**src/rtl/debounce_pkg.sv**
```systemverilog
// Shared types and helpers for the multi-channel switch debouncer.
// Holds the auto-repeat state encoding and the counter-width helper.
package debounce_pkg;

  typedef enum logic [1:0] {
    IDLE      = 2'd0,
    HELD      = 2'd1,
    REPEATING = 2'd2
  } rpt_state_t;

  // max(1, clog2(n)): a counter that must hold 0..n-1, never narrower than 1 bit
  function automatic int cnt_width(input int n);
    return (n > 2) ? $clog2(n) : 1;
  endfunction

endpackage

```
**src/rtl/debounce_chan.sv**
```systemverilog
// One debounced channel: two-flop synchroniser, tick-gated stability counter,
// and an auto-repeat FSM. All outputs are registered.
module debounce_chan
  import debounce_pkg::*;
#(
  parameter int STABLE_CNT   = 10,
  parameter int REPEAT_DELAY = 0,
  parameter int REPEAT_RATE  = 25
) (
  input  logic       clk,
  input  logic       reset,
  input  logic       tick,
  input  logic       din,
  output logic       level,
  output logic       press,
  output logic       rel,
  output logic       rpt,
  output rpt_state_t state
);

  localparam int CW   = cnt_width(STABLE_CNT);
  localparam int RMAX = (REPEAT_DELAY > REPEAT_RATE) ? REPEAT_DELAY : REPEAT_RATE;
  localparam int RW   = cnt_width(RMAX + 1);

  localparam logic [CW-1:0] CNT_LAST   = CW'(STABLE_CNT - 1);
  localparam logic [RW-1:0] DELAY_LAST = RW'((REPEAT_DELAY > 0) ? REPEAT_DELAY - 1 : 0);
  localparam logic [RW-1:0] RATE_LAST  = RW'((REPEAT_RATE > 0) ? REPEAT_RATE - 1 : 0);
  localparam bit            REPEAT_EN  = (REPEAT_DELAY > 0);

  logic          s1, s2;
  logic [CW-1:0] cnt;
  logic          accept, acc_press, acc_release;

  rpt_state_t    state_n;
  logic [RW-1:0] rc, rc_n;
  logic          rpt_n;

  // Synchroniser runs every clk so a slow tick never adds metastability risk
  always_ff @(posedge clk) begin
    if (reset) begin
      s1 <= 1'b0;
      s2 <= 1'b0;
    end else begin
      s1 <= din;
      s2 <= s1;
    end
  end

  assign accept      = tick && (s2 != level) && (cnt == CNT_LAST);
  assign acc_press   = accept && s2;
  assign acc_release = accept && !s2;

  always_ff @(posedge clk) begin
    if (reset) begin
      level <= 1'b0;
      cnt   <= '0;
      press <= 1'b0;
      rel   <= 1'b0;
    end else begin
      press <= 1'b0;
      rel   <= 1'b0;
      if (tick) begin
        if (s2 == level) begin
          cnt <= '0;
        end else if (cnt == CNT_LAST) begin
          level <= s2;
          cnt   <= '0;
          press <= s2;
          rel   <= !s2;
        end else begin
          cnt <= cnt + CW'(1);
        end
      end
    end
  end

  // Release has priority over a repeat that would fire on the same tick
  always_comb begin
    state_n = state;
    rc_n    = rc;
    rpt_n   = 1'b0;
    if (REPEAT_EN && tick) begin
      case (state)
        IDLE: begin
          if (acc_press) begin
            state_n = HELD;
            rc_n    = '0;
          end
        end
        HELD: begin
          if (acc_release) begin
            state_n = IDLE;
            rc_n    = '0;
          end else if (rc == DELAY_LAST) begin
            rpt_n   = 1'b1;
            rc_n    = '0;
            state_n = REPEATING;
          end else begin
            rc_n = rc + RW'(1);
          end
        end
        REPEATING: begin
          if (acc_release) begin
            state_n = IDLE;
            rc_n    = '0;
          end else if (rc == RATE_LAST) begin
            rpt_n = 1'b1;
            rc_n  = '0;
          end else begin
            rc_n = rc + RW'(1);
          end
        end
        default: begin
          state_n = IDLE;
          rc_n    = '0;
        end
      endcase
    end
  end

  always_ff @(posedge clk) begin
    if (reset) begin
      state <= IDLE;
      rc    <= '0;
      rpt   <= 1'b0;
    end else begin
      state <= state_n;
      rc    <= rc_n;
      rpt   <= rpt_n;
    end
  end

endmodule

```
**src/rtl/debounce_multi.sv**
```systemverilog
// Multi-channel debouncer: CHANNELS independent copies of debounce_chan.
// dbg_state exposes each channel's repeat FSM state, two bits per channel.
module debounce_multi
  import debounce_pkg::*;
#(
  parameter int CHANNELS     = 4,
  parameter int STABLE_CNT   = 10,
  parameter int REPEAT_DELAY = 0,
  parameter int REPEAT_RATE  = 25
) (
  input  logic                  clk,
  input  logic                  reset,
  input  logic                  tick,
  input  logic [CHANNELS-1:0]   Din,
  output logic [CHANNELS-1:0]   level,
  output logic [CHANNELS-1:0]   press,
  output logic [CHANNELS-1:0]   rel,
  output logic [CHANNELS-1:0]   rpt,
  output logic [2*CHANNELS-1:0] dbg_state
);

  if (CHANNELS < 1) begin : g_bad_channels
    $error("debounce_multi: CHANNELS must be at least 1");
  end
  if (STABLE_CNT < 2) begin : g_bad_stable
    $error("debounce_multi: STABLE_CNT must be at least 2");
  end
  if (REPEAT_RATE < 1) begin : g_bad_rate
    $error("debounce_multi: REPEAT_RATE must be at least 1");
  end
  if (REPEAT_DELAY < 0) begin : g_bad_delay
    $error("debounce_multi: REPEAT_DELAY must not be negative");
  end

  for (genvar i = 0; i < CHANNELS; i++) begin : g_chan
    rpt_state_t st;

    debounce_chan #(
      .STABLE_CNT   (STABLE_CNT),
      .REPEAT_DELAY (REPEAT_DELAY),
      .REPEAT_RATE  (REPEAT_RATE)
    ) u_chan (
      .clk   (clk),
      .reset (reset),
      .tick  (tick),
      .din   (Din[i]),
      .level (level[i]),
      .press (press[i]),
      .rel   (rel[i]),
      .rpt   (rpt[i]),
      .state (st)
    );

    assign dbg_state[2*i +: 2] = st;
  end

endmodule

```
**config.mk**
```make
export PLATFORM = sky130hd
export DESIGN_NAME = debounce_multi
export DESIGN_NICKNAME = d
export VERILOG_FILES = /design/src/rtl/debounce_pkg.sv /design/src/rtl/debounce_chan.sv /design/src/rtl/debounce_multi.sv
export SDC_FILE = /design/constraint.sdc
export NUM_CORES = 1
export LEC_CHECK = 0
export ABC_AREA = 1
export CORE_MARGIN = 2
export CORE_UTILIZATION = 39
export DETAILED_ROUTE_END_ITERATION = 10
export GPL_TIMING_DRIVEN = 0
export PLACE_DENSITY_LB_ADDON = 0.12
export SETUP_SLACK_MARGIN = 0.2
export SYNTH_ARGS = -nofsm -noshare
export SYNTH_HDL_FRONTEND = slang
export SYNTH_SLANG_ARGS = --single-unit
```
**constraint.sdc**
```tcl
create_clock -name clk -period 1.27 [get_ports clk]
set_input_delay 0.254 -clock clk [delete_from_list [all_inputs] [get_ports clk]]
set_output_delay 0.254 -clock clk [all_outputs]
set_load 0.1 [all_outputs]
```
==> impl_metrics.tcl <==
set metrics [dict create \
    die_y_um 71.97 \
    vias 1540 \
    powerDensity_mw_per_mm2 912.7 \
    dpl.hpwl_mm 2.267 \
    synth_warnings 0 \
    final_cell_mix "nand2_1, buf_4, inv_1, buf_6, dfxtp_2" \
    die_w_um 71.97 \
    p_seq_share_pct 44.6 \
    multiInputGateArea_sq_mm 0.001028 \
    drive_gt1_share_pct 54.61 \
    worst_hold_slack_ns 0.4006 \
    antenna_found_initial 0 \
    grt_pass1_wl_mm 6.486 \
    netlist_area_sq_mm 0.001802 \
    nNetsFinal 296 \
    pre_cts_ws_ns -0.5922 \
    slew_viol_final 0 \
    hold_path_class "flip-flop to flip-flop" \
    period_share_pct 89.60 \
    die_area_sq_mm 0.005180 \
    critPathMaxFanout 2 \
    maxCapViolCount 0 \
    status "finished clean" \
    fin_crit_ns 1.138 \
    p_int_mw 1.927 \
    crit_slowest_cell "dfxtp_2" \
    grt.overflow.total 0 \
    setup_violations 0 \
    wire_per_inst_um 11.69 \
    drt_wl_total_mm 3.904 \
    io_buffers 18 \
    gp_congestion 0.7414 \
    swShare_pct 25.45 \
    cts_buffer_depth 2 \
    nFillCells 359 \
    critPathRequiredTime_ns 1.43 \
    ant_nets 0 \
    drc_errors 0 \
    n_antenna_cell 0 \
    seq_area_frac_synth_pct 40.00 \
    critical_path_arrival_ns 1.30 \
    ioPinCount 31 \
    numCtsBuffers 5 \
    register_area_sq_um 759.5 \
    final_cell_count_no_fill 334 \
    fmax_ghz 0.8788 \
    clockPowerShare_pct 42.2 \
    crit_chain "inv_2 > ha_4 > nand2_4 > nor2_4 > nand4_1 > nand3_1 > nand2_1" \
    placementRows 24 \
    hold_viol 0 \
    worstSetupPathType "flip-flop to flip-flop" \
    cts_tree "yes" \
    cp-start-kind "flip-flop" \
    layout_commonest_cell "nand2_1" \
    first_pass_iters 4 \
    pwr-share-comb_pct 13.2 \
    vdd_drop_max_uv 709.5 \
    drt_iter0_markers 57 \
    core_sq_mm 0.004414 \
    ctsHoldBuffers 0 \
    ys_types 21 \
    grt_usage_pct 15.94 \
    ys_ff_latch 36 \
    clock-sinks 36 \
    syn_avg_cell_area_sq_um 7.902 \
    htreeDepth 2 \
    cts-root-buf "clkbuf_8" \
    area_growth_pct 57.15 \
    fin_ws_ns 0.1320 \
    cts.clk_slew.worst_paths_ns 0.07 \
    cp-end-kind "flip-flop" \
    grt_max_degree 12 \
    skew_ns 0.005337 \
    rsz0062_at_grt "yes" \
    leakage_nw 1.307 \
    grt_pass1_vias 1491 \
    max_stage_delay_ns 0.33 \
    clock_latency_ns 0.28 \
    postSynthCellCount 228 \
    vias_per_cell 4.611 \
    dp_cells 309 \
    switching_power_uw 657.6 \
    start_util_pct 40.82 \
]
## synthesized netlist by cell type
library cell	instances	area share (%)
nand2_1	46	9.6
dfxtp_1	36	40
inv_1	31	6.5
buf_4	24	10
nand4_1	12	4.2
a21oi_1	10	2.8
nand3_1	10	2.8
nor2_1	10	2.1
ha_1	8	5.6
nor3_1	8	2.2
a21oi_2	6	2.9
buf_2	4	1.1
nor2_2	4	1.4
o21a_1	4	1.7
xor2_1	4	1.9
inv_2	3	0.62
nand2_2	2	0.69
nand3_4	2	1.9
nor2_4	2	1.2
buf_6	1	0.62
conb_1	1	0.21
## registers in the layout, indices dropped and copies added, names as in the netlist
name and count:
g_chan.u_chan.rel 4, g_chan.u_chan.cnt 16, g_chan.u_chan.s2 4, g_chan.u_chan.press 4, g_chan.u_chan.s1 4, g_chan.u_chan.level 4
## final timing paths
| check | start | cells after the start | endpoint | slack, ns |
|---|---|---|---|---|
| setup / recovery | g_chan[2].u_chan.cnt[1] | 7 | g_chan[2].u_chan.level | 0.13 |
| hold / removal | g_chan[2].u_chan.s1 | 2 | g_chan[2].u_chan.s2 | 0.40 |
| setup reg to reg | g_chan[2].u_chan.cnt[1] | 7 | g_chan[2].u_chan.level | 0.13 |
| hold reg to reg | g_chan[2].u_chan.s1 | 2 | g_chan[2].u_chan.s2 | 0.40 |
## per-stage QoR
step                util [%]  TNS, ns  power, mW  cell area, sq um
finish                 64.14        0      2.584              2831
global route           64.14        0      2.694              2831
CTS                    60.97        0      2.595              2691
detailed placement     47.36   -12.63      1.478              2091
global placement       47.36   -12.58      1.477              2091
floorplan                  -        0      1.434              1846
## power groups by stage
stage | Clock [mW] | Sequential [mW] | Combinational, mW
after floorplan | 0 | 1.18 | 0.251
after global placement | 0 | 1.19 | 0.291
after detailed placement | 0 | 1.19 | 0.292
after CTS | 1.12 | 1.15 | 0.322
after global routing | 1.18 | 1.16 | 0.359
final | 1.09 | 1.15 | 0.340
## critical path: cells and delay by family, from the launching register on
| kind | cells | cell delay, ns |
|---|---|---|
| DFF | 1 | 0.33 |
| and+or+nand+nor | 5 | 0.52 |
| buffers and inverters | 1 | 0.05 |
| adders and majority gates | 1 | 0.13 |
## what timing repair did
item                       CTS  global route
setup endpoints to repair   48            36
buffers inserted            15             2
pin swaps                   20            19
gates resized for setup    186            38
## routing by layer
metal / routed length [um] / global-route usage [%] / vias to the layer above
met4: 38 / 4.822 / 0
met3: 115 / 3.333 / 4
met5: 0 / 0 / -
li1: - / - / 789
met2: 2098 / 29.12 / 27
met1: 1652 / 18.71 / 720
## cells by family (layout without fill, tap and decap cells)
kind of cell | after synthesis | after routing | synth area share, %
AND/OR/NAND/NOR | 96 | 96 | 26.11
buffers and inverters | 63 | 106 | 18.82
flip-flops | 36 | 36 | 40.00
AO/OA/AOI/OAI | 20 | 20 | 7.361
adder cells (fa/ha/maj) | 8 | 8 | 5.556
XOR/XNOR | 4 | 4 | 1.944
other | 1 | 12 | 0.2081
## final cells by class
class / count / share of cell area [%]
tap: 52 / 2.298
multi-input combinational: 140 / 36.32
inverter: 34 / 4.684
clock inverter: 1 / 1.061
clock buffer: 7 / 3.403
timing repair buffer: 35 / 15.86
sequential: 36 / 26.82
buffer: 29 / 9.545
Note: power is estimated with default switching activity, not from simulation.
